$ cat src/rtl/dlfloat_operand_loader.sv
// rtl/dlfloat_operand_loader.sv - byte-stream to DLFloat16 operand-pair loader with FWFT FIFO
//
// Purpose: assembles (a, b) DLFloat16 operand pairs from a byte stream, queues
// them together with in-band accumulator-clear tokens in a first-word-fall-through
// FIFO, and presents the FIFO head to the MAC with a valid/ready handshake.
// Optional build macro: DLF_OPERAND_CHECK_EN flushes denormal operands to 0x0000
// at push time and reports it in err_status[2].
//
// Ports:
//   clk, rst_n                       clock, asynchronous active-low reset
//   in_byte, in_valid, in_cmd        data/command byte input, qualified by in_valid
//   in_ready                         loader can take a byte (FIFO not full)
//   out_a, out_b, out_clr            FIFO head: operands and clear-token flag
//   out_valid, out_ready             FIFO head handshake
//   err_status                       sticky: [0] frame abort, [1] unknown cmd, [2] denormal flushed
//   fifo_count                       current number of queued entries

module dlfloat_operand_loader #(
    parameter int FIFO_DEPTH = 4,
    parameter int MSB_FIRST  = 1
) (
    input  logic                        clk,
    input  logic                        rst_n,
    input  logic [7:0]                  in_byte,
    input  logic                        in_valid,
    input  logic                        in_cmd,
    output logic                        in_ready,
    output logic [15:0]                 out_a,
    output logic [15:0]                 out_b,
    output logic                        out_clr,
    output logic                        out_valid,
    input  logic                        out_ready,
    output logic [2:0]                  err_status,
    output logic [$clog2(FIFO_DEPTH):0] fifo_count
);

    localparam int AW = $clog2(FIFO_DEPTH);
    localparam logic [AW:0]   DEPTH   = (AW + 1)'(FIFO_DEPTH);
    localparam logic [AW:0]   CNT_ONE = (AW + 1)'(1);
    localparam logic [AW-1:0] PTR_ONE = AW'(1);

    localparam logic [7:0] CMD_NOP     = 8'h00;
    localparam logic [7:0] CMD_CLR     = 8'h01;
    localparam logic [7:0] CMD_CLR_ERR = 8'h02;

    typedef enum logic [1:0] {
        A_HI = 2'd0,
        A_LO = 2'd1,
        B_HI = 2'd2,
        B_LO = 2'd3
    } asm_state_t;

    asm_state_t state_q, state_d;

    // first_q holds the first-arriving byte of the operand in progress; a_q holds
    // the completed operand a while b is being collected.
    logic [7:0]  first_q;
    logic [15:0] a_q;
    logic [2:0]  err_q, err_d;

    logic        byte_acc;
    logic        data_acc;
    logic        cmd_acc;
    logic        push;
    logic        pop;
    logic        push_clr;
    logic [15:0] push_a;
    logic [15:0] push_b;

    logic [32:0]   mem [FIFO_DEPTH];
    logic [AW-1:0] wr_ptr;
    logic [AW-1:0] rd_ptr;
    logic [AW:0]   count;

    // The state names describe position in the frame (first/second byte of each
    // operand); MSB_FIRST only decides which half of the word the first byte is.
    function automatic logic [15:0] join_bytes(input logic [7:0] first, input logic [7:0] second);
        if (MSB_FIRST != 0) begin
            return {first, second};
        end
        return {second, first};
    endfunction

`ifdef DLF_OPERAND_CHECK_EN
    function automatic logic is_denormal(input logic [15:0] v);
        return (v[14:9] == 6'd0) && (v[8:0] != 9'd0);
    endfunction
`endif

    // in_ready depends only on the registered occupancy, so a pop in the same
    // cycle never opens a slot early and a push while full cannot happen.
    assign in_ready  = (count != DEPTH);
    assign out_valid = (count != '0);
    assign byte_acc  = in_valid & in_ready;
    assign data_acc  = byte_acc & ~in_cmd;
    assign cmd_acc   = byte_acc & in_cmd;
    assign pop       = out_valid & out_ready;

    assign out_clr    = mem[rd_ptr][32];
    assign out_a      = mem[rd_ptr][31:16];
    assign out_b      = mem[rd_ptr][15:0];
    assign err_status = err_q;
    assign fifo_count = count;

    always_comb begin
        state_d  = state_q;
        err_d    = err_q;
        push     = 1'b0;
        push_clr = 1'b0;
        push_a   = '0;
        push_b   = '0;

        if (cmd_acc) begin
            // A command mid-frame throws away the partial pair but still runs.
            if (state_q != A_HI) begin
                err_d[0] = 1'b1;
            end
            state_d = A_HI;
            case (in_byte)
                CMD_NOP: begin
                end
                CMD_CLR: begin
                    push     = 1'b1;
                    push_clr = 1'b1;
                end
                CMD_CLR_ERR: begin
                    // Also wipes an abort flagged by this very byte.
                    err_d = 3'b000;
                end
                default: begin
                    err_d[1] = 1'b1;
                end
            endcase
        end else if (data_acc) begin
            case (state_q)
                A_HI: state_d = A_LO;
                A_LO: state_d = B_HI;
                B_HI: state_d = B_LO;
                B_LO: begin
                    state_d = A_HI;
                    push    = 1'b1;
                    push_a  = a_q;
                    push_b  = join_bytes(first_q, in_byte);
                end
                default: state_d = A_HI;
            endcase
        end

`ifdef DLF_OPERAND_CHECK_EN
        if (push && is_denormal(push_a)) begin
            push_a   = 16'h0000;
            err_d[2] = 1'b1;
        end
        if (push && is_denormal(push_b)) begin
            push_b   = 16'h0000;
            err_d[2] = 1'b1;
        end
`endif
    end

    always_ff @(posedge clk or negedge rst_n) begin
        if (!rst_n) begin
            state_q <= A_HI;
            first_q <= '0;
            a_q     <= '0;
            err_q   <= '0;
        end else begin
            state_q <= state_d;
            err_q   <= err_d;
            if (data_acc) begin
                if (state_q == A_HI || state_q == B_HI) begin
                    first_q <= in_byte;
                end
                if (state_q == A_LO) begin
                    a_q <= join_bytes(first_q, in_byte);
                end
            end
        end
    end

    // Storage is cleared on reset so the head outputs read zero while empty.
    // Pointers are AW bits wide, so they wrap at FIFO_DEPTH by overflow.
    always_ff @(posedge clk or negedge rst_n) begin
        if (!rst_n) begin
            for (int i = 0; i < FIFO_DEPTH; i++) begin
                mem[i] <= '0;
            end
            wr_ptr <= '0;
            rd_ptr <= '0;
            count  <= '0;
        end else begin
            if (push) begin
                mem[wr_ptr] <= {push_clr, push_a, push_b};
                wr_ptr      <= wr_ptr + PTR_ONE;
            end
            if (pop) begin
                rd_ptr <= rd_ptr + PTR_ONE;
            end
            case ({push, pop})
                2'b10:   count <= count + CNT_ONE;
                2'b01:   count <= count - CNT_ONE;
                default: count <= count;
            endcase
        end
    end

endmodule

$ cat config.mk
export PLATFORM = sky130hd
export DESIGN_NAME = dlfloat_operand_loader
export DESIGN_NICKNAME = d
export VERILOG_FILES = /design/src/rtl/dlfloat_operand_loader.sv
export SDC_FILE = /design/constraint.sdc
export NUM_CORES = 1
export LEC_CHECK = 0
export ABC_AREA = 1
export ABC_CLOCK_PERIOD_IN_PS = 3600
export CAP_MARGIN = 5
export CORE_UTILIZATION = 41
export DETAILED_ROUTE_END_ITERATION = 8
export PLACE_DENSITY_LB_ADDON = 0.12
export SLEW_MARGIN = 25
export SYNTH_ARGS = -nofsm -noshare
export SYNTH_HDL_FRONTEND = slang
export SYNTH_SLANG_ARGS = --single-unit
$ cat constraint.sdc
create_clock -name clk -period 3.6 [get_ports clk]
set_input_delay 0.72 -clock clk [delete_from_list [all_inputs] [get_ports clk]]
set_output_delay 0.72 -clock clk [all_outputs]
set_load 0.02 [all_outputs]
==> impl_metrics.yaml, run 1 <==
status:
  status: "complete, no violations"
floorplanning:
  row_count: 49
  initial_core_util_pct: 42.4
  pin_count: 54
  core_region_area_sq_um: 18200
  die-width_um: 139
  fp.dieH_um: 139
  die_area_sq_um: 19400
clock_tree:
  numCtsBuffers: 17
  holdBufCountCts: 0
  clk_pin_slew_worst_paths_ps: 70
  clkLatencyLatePin_ps: 430
  cts-root-buf: "clkbuf_16"
  ctsLongestPathBuffers: 2
  htreeDepth: 4
  clkSinkCount: 167
  cts_tree: "done"
  postCtsSetupRepairBufs: 0
  cts_resized: 0
yosys:
  ys.flop_type: "dfrtp_1"
  yosysWarnings: 0
  syn_nets: 993
  synth.avg_cell_area_sq_um: 7.96
  synth.distinct_cells: 29
  async_flop_share_pct: 100
  synth_edf_count: 0
  netlist_instances: 970
  yosys_register_bits: 167
  synthesis.area_sq_um: 7720
  synth.yosys.seq_area_share_pct: 54.1
timing:
  fmax_mhz: 311
  worst_slew_pin_slew_ps: 1010
  worst_slack_ps: 387
  drv_slew: 0
  relSlewSlack_pct: 32.4
  setup_viol: 0
  hold_viol: 0
  tns_ps: 0
  fin_crit_ps: 3210
  fin_crit_sh_pct: 89.2
  finClkSkew_ps: 12.0
  rsz0062_at_grt: "false"
grt:
  antenna_found_initial: 0
  grt_pass1_wl_um: 33600
  grt_overflow: 0
  grt_max_degree: 86
  grt_usage_pct: 22.6
  grt_pass1_vias: 6037
critical_path:
  path_max_fanout: 31
  worstSetupEndpointType: "output pin"
  critPathKind: "reg -> out"
  slowest_delay_ps: 650
  worstPathCellList: "buf_4 -> o21ai_0 -> o22ai_1 -> clkdlybuf4s50_1"
  r2r-start: "fifo_count[1]"
  start_kind: "register"
  cp_slowest_cell: "clkdlybuf4s50_1"
  crit_family: "buffers and inverters"
  cp.arrival_ps: 2490
  critPathRequiredTime_ps: 2880
  crit_buf_inv: 2
  r2r_slack_ps: 1310
  rr_worst_depth: 13
  worstReg2RegEnd: "fifo_count[2]"
routing:
  drtIter0Drc: 340
  antenna_left: 0
  vias: 6150
  dr.pass1.iters: 6
  drc_errors: 0
  drt_wl_total_um: 20600
  wl_per_cell_um: 16.6
  viasPerCell: 4.96
placed_design:
  portBuffers: 52
  place_inst: 1209
  dp_slack_ps: 654
  place.gp.congestion: 0.763
  dp_hpwl_um: 12200
min_path:
  hp-class: "in -> async"
power:
  power.leakage_nw: 4.72
  ir_drop_mv: 0.431
  powerDensity_nw_per_um2: 871
final_layout:
  multi_input_area_sq_um: 3050
  area_growth_pct: 16.3
  regArea_sq_um: 4180
  drive_gt1_share_pct: 6.42
  diodes: 0
  final_core_util_pct: 49.3
  nets: 1022
  fin_cells: 1241
  n_fill_cell: 1818
job:
  maxCapViolations: 0
[layout make-up]
| class | instances | share of cell area [%] |
|---|---|---|
| Sequential cell | 167 | 46.5 |
| Clock inverter | 12 | 1.94 |
| Inverter | 48 | 2.01 |
| Timing Repair Buffer | 67 | 7.48 |
| Tap cell | 229 | 3.19 |
| Multi-Input combinational cell | 698 | 33.9 |
| Clock buffer | 20 | 4.97 |
[sequential cells by signal, indices dropped and copies added, names as in the netlist]
signal      cells
mem           132
wr_ptr          2
state_q         2
err_status      2
rd_ptr          2
first_q         8
a_q            16
fifo_count      3
[where the power goes]
| group | switching [mW] | leakage [nW] | internal, mW |
|---|---|---|---|
| Combinational | 1.99 | 2.16 | 1.18 |
| Sequential | 0.318 | 2.25 | 2.39 |
| Clock | 0.770 | 0.305 | 1.18 |
| Total | 3.08 | 4.72 | 4.75 |
[cell usage in the layout, fill, tap and decap left out, types with 2 or more instances in the layout]
cell | Yosys | routed
a21oi_1 | 2 | 2
buf_12 | 0 | 3
buf_4 | 1 | 12
bufinv_16 | 0 | 4
clkbuf_1 | 34 | 2
clkbuf_16 | 0 | 17
clkdlybuf4s50_1 | 0 | 51
clkinv_2 | 0 | 4
dfrtp_1 | 167 | 166
ha_1 | 9 | 9
inv_1 | 47 | 46
inv_2 | 1 | 2
inv_6 | 0 | 2
nand2_1 | 425 | 425
nand2_4 | 7 | 7
nand3_1 | 7 | 7
nor2_1 | 102 | 102
nor2_2 | 4 | 4
o21ai_0 | 85 | 85
o21ai_1 | 11 | 11
o22ai_1 | 33 | 33
xor2_1 | 3 | 3
[metrics by stage]
| step | cell area, sq um | total power [mW] | hold slack, ps |
|---|---|---|---|
| floorplan | 7720 | 4.61 | 424 |
| global placement | 8360 | 5.92 | 448 |
| detailed placement | 8360 | 5.93 | 453 |
| CTS | 8980 | 7.90 | 398 |
| global route | 8980 | 8.31 | 430 |
| finish | 8980 | 7.83 | 343 |
[kinds of logic after synthesis]
group | count (synthesis) | share of synthesized area, %
AND/OR/NAND/NOR | 550 | 28.0
flip-flops | 167 | 54.1
AO/OA/AOI/OAI | 133 | 9.23
buffers and inverters | 105 | 6.48
adder cells (fa/ha/maj) | 10 | 1.72
XOR/XNOR | 4 | 0.454
other | 1 | 0.0485
[worst reg2reg max path, cell delays in order (launching register included)]
cell,delay (ps)
dfrtp_1,420
nor2_2,210
nand2_4,90
nand2_4,90
nor2_4,60
nand2_2,80
nand2_4,120
inv_1,110
ha_1,150
inv_1,70
fa_1,380
a21oi_1,140
o21ai_0,110
xor2_1,150
[layer usage]
metal,global-route usage [%],up-vias,share of wire (%)
li1,-,3076,-
met1,31.3,2938,49
met2,36.6,115,47
met3,3.41,21,3.2
met4,7.19,0,1.3
met5,0,-,0
[worst max path at each step]
stage                     startpoint             to  slack (ps)  depth (start not counted)
after floorplan           in_byte[7]  fifo_count[1]        1320                         10
after global placement    in_byte[7]  fifo_count[2]         710                         13
after detailed placement  in_byte[7]  fifo_count[1]         650                         11
after CTS                  rd_ptr[0]        out_clr         370                          4
after global routing       rd_ptr[0]       out_b[4]         310                          4
final                      rd_ptr[0]        out_clr         390                          4
[Yosys cell counts (all sizes together) (2+ instances only)]
cell / instances / area, sq um
o21ai: 97 / 489
xor2: 3 / 26.3
a21oi: 2 / 10.0
ha: 9 / 113
nor2: 107 / 419
nand3: 7 / 35.0
inv: 48 / 180
o22ai: 33 / 206
nand2: 433 / 1680
buf: 22 / 188
dfrtp: 167 / 4180
clkbuf: 35 / 133
Power figures use the tool's default switching activity.
==> run 2: changes to the inputs <==
--- a/config.mk
+++ b/config.mk
@@ -9,6 +9,7 @@
 export ABC_CLOCK_PERIOD_IN_PS = 3600
 export CAP_MARGIN = 5
 export CORE_UTILIZATION = 41
+export CTS_BUF_LIST = sky130_fd_sc_hd__clkbuf_4 sky130_fd_sc_hd__clkbuf_8
 export DETAILED_ROUTE_END_ITERATION = 8
 export PLACE_DENSITY_LB_ADDON = 0.12
 export SLEW_MARGIN = 25
==> impl_metrics.yaml, run 2 (synthesis results as in run 1) <==
clock_tree:
  htreeDepth: 4
  ctsLongestPathBuffers: 2
  cts-root-buf: "clkbuf_8"
  holdBufCountCts: 0
  clkLatencyLatePin_ps: 470
  numCtsBuffers: 17
  cts_resized: 0
  clk_pin_slew_worst_paths_ps: 90
  clkSinkCount: 167
  cts_tree: "done"
  postCtsSetupRepairBufs: 0
power:
  powerDensity_nw_per_um2: 838
  ir_drop_mv: 0.431
  p_int_mw: 4.36
  swShare_pct: 41.0
  clkPwrFrac_pct: 20.4
  p_comb_share_pct: 42.9
  seq_power_share_pct: 36.7
  power.leakage_nw: 4.64
  p_sw_mw: 3.02
timing:
  fin_crit_sh_pct: 90.3
  drv_slew: 0
  finClkSkew_ps: 14.2
  fin_crit_ps: 3250
  worst_slew_pin_slew_ps: 1010
  rsz0062_at_grt: "false"
  setup_viol: 0
  tns_ps: 0
  fmax_mhz: 308
  hold_viol: 0
  relSlewSlack_pct: 32.8
grt:
  grt_pass1_wl_um: 33400
  grt_pass1_vias: 6037
  antenna_found_initial: 0
  grt_usage_pct: 22.5
  grt_overflow: 0
  grt_max_degree: 86
floorplanning:
  die_area_sq_um: 19400
  row_count: 49
  core_region_area_sq_um: 18200
  initial_core_util_pct: 42.4
  die-width_um: 139
  fp.dieH_um: 139
  pin_count: 54
critical_path:
  rr_worst_depth: 13
  crit_buf_inv: 2
  start_kind: "register"
  crit_family: "buffers and inverters"
  cp_slowest_cell: "clkdlybuf4s50_1"
  cp.arrival_ps: 2530
  critPathRequiredTime_ps: 2880
  critPathKind: "reg -> out"
  slowest_delay_ps: 650
  r2r-start: "fifo_count[1]"
  r2r_slack_ps: 1310
  worstReg2RegEnd: "fifo_count[2]"
  worstPathCellList: "buf_4 -> o21ai_0 -> o22ai_1 -> clkdlybuf4s50_1"
  worstSetupEndpointType: "output pin"
  path_max_fanout: 31
placed_design:
  place_area_sq_um: 8360
  dp_hpwl_um: 12200
  place.gp.congestion: 0.763
  portBuffers: 52
routing:
  antenna_left: 0
  wl_per_cell_um: 16.6
  vias: 6166
  drc_errors: 0
  viasPerCell: 4.97
  drt_wl_total_um: 20600
  drtIter0Drc: 301
  dr.pass1.iters: 4
final_layout:
  final_common_cell: "nand2_1"
  top_regs: "mem (132), a_q (16), first_q (8)"
  largest_reg_flops: 132
  layout_common_cells: "nand2_1 (425), dfrtp_1 (166), nor2_1 (102)"
  area_growth_pct: 13.9
  fin_area_sq_um: 8800
  n_fill_cell: 1846
  final_core_util_pct: 48.3
  drive_gt1_share_pct: 6.62
  regMostFlops: "mem"
  diodes: 0
  nets: 1022
min_path:
  hp-class: "in -> async"
status:
  status: "complete, no violations"
job:
  maxCapViolations: 0
[run 2: cell counts in the layout (fill, tap and decap cells not counted)]
No cell type changed its count.
[run 2: how the worst max path moves through the flow]
stage | endpoint | slack [ps] | cells past startpoint | start
2_1_floorplan | fifo_count[1] | 1320 | 10 | in_byte[7]
3_3_place_gp | fifo_count[2] | 710 | 13 | in_byte[7]
3_5_place_dp | fifo_count[1] | 650 | 11 | in_byte[7]
4_1_cts | out_clr | 310 | 4 | rd_ptr[0]
5_1_grt | out_b[4] | 250 | 4 | rd_ptr[0]
6_report | out_clr | 350 | 4 | rd_ptr[0]
[run 2: power by group through the flow]
stage | clock network, mW | registers, mW | logic, mW
4_1_cts | 1.54 | 2.70 | 3.20
5_1_grt | 1.60 | 2.77 | 3.47
2_1_floorplan | 0 | 2.66 | 1.95
3_3_place_gp | 0 | 2.72 | 3.19
6_report | 1.50 | 2.71 | 3.17
3_5_place_dp | 0 | 2.73 | 3.20
[run 2: worst register-to-register path: stages, from the launching register on]
cell and delay [ps]:
dfrtp_1 430, nor2_2 210, nand2_4 90, nand2_4 90, nor2_4 60, nand2_2 80, nand2_4 110, inv_1 110
ha_1 150, inv_1 70, fa_1 380, a21oi_1 140, o21ai_0 110, xor2_1 150
[run 2: per-stage QoR]
stage | power, mW | std cells | hold slack [ps] | setup WS (ps)
2_1_floorplan | 4.61 | 970 | 424 | 1320
3_3_place_gp | 5.92 | 1209 | 448 | 713
3_5_place_dp | 5.93 | 1209 | 453 | 654
4_1_cts | 7.44 | 1241 | 342 | 314
5_1_grt | 7.85 | 1241 | 372 | 245
6_report | 7.38 | 1241 | 319 | 350
[run 2: area by class of cell]
type,count,area (sq um),share of cell area [%]
clock buffers,20,263,2.99
clock inverters,12,174,1.98
inverters,48,180,2.05
multi-input cells,698,3050,34.6
flip-flops and latches,167,4180,47.5
well taps,229,287,3.26
repair buffers,67,672,7.63
[run 2: layer usage]
| metal | GRT usage [%] | routed length [um] | vias up |
|---|---|---|---|
| met5 | 0 | 0 | - |
| met4 | 6.96 | 235 | 0 |
| met3 | 3.72 | 776 | 21 |
| met2 | 36.3 | 9660 | 131 |
| met1 | 31.1 | 9930 | 2945 |
| li1 | - | - | 3069 |
==> run 3: changes to the inputs <==
--- a/config.mk
+++ b/config.mk
@@ -12,7 +12,7 @@
 export CTS_BUF_LIST = sky130_fd_sc_hd__clkbuf_4 sky130_fd_sc_hd__clkbuf_8
 export DETAILED_ROUTE_END_ITERATION = 8
 export PLACE_DENSITY_LB_ADDON = 0.12
-export SLEW_MARGIN = 25
+export SLEW_MARGIN = 20
 export SYNTH_ARGS = -nofsm -noshare
 export SYNTH_HDL_FRONTEND = slang
 export SYNTH_SLANG_ARGS = --single-unit
==> results of run 3 <==
Same layout as run 2: the final DEF is identical, and so are final timing and power.
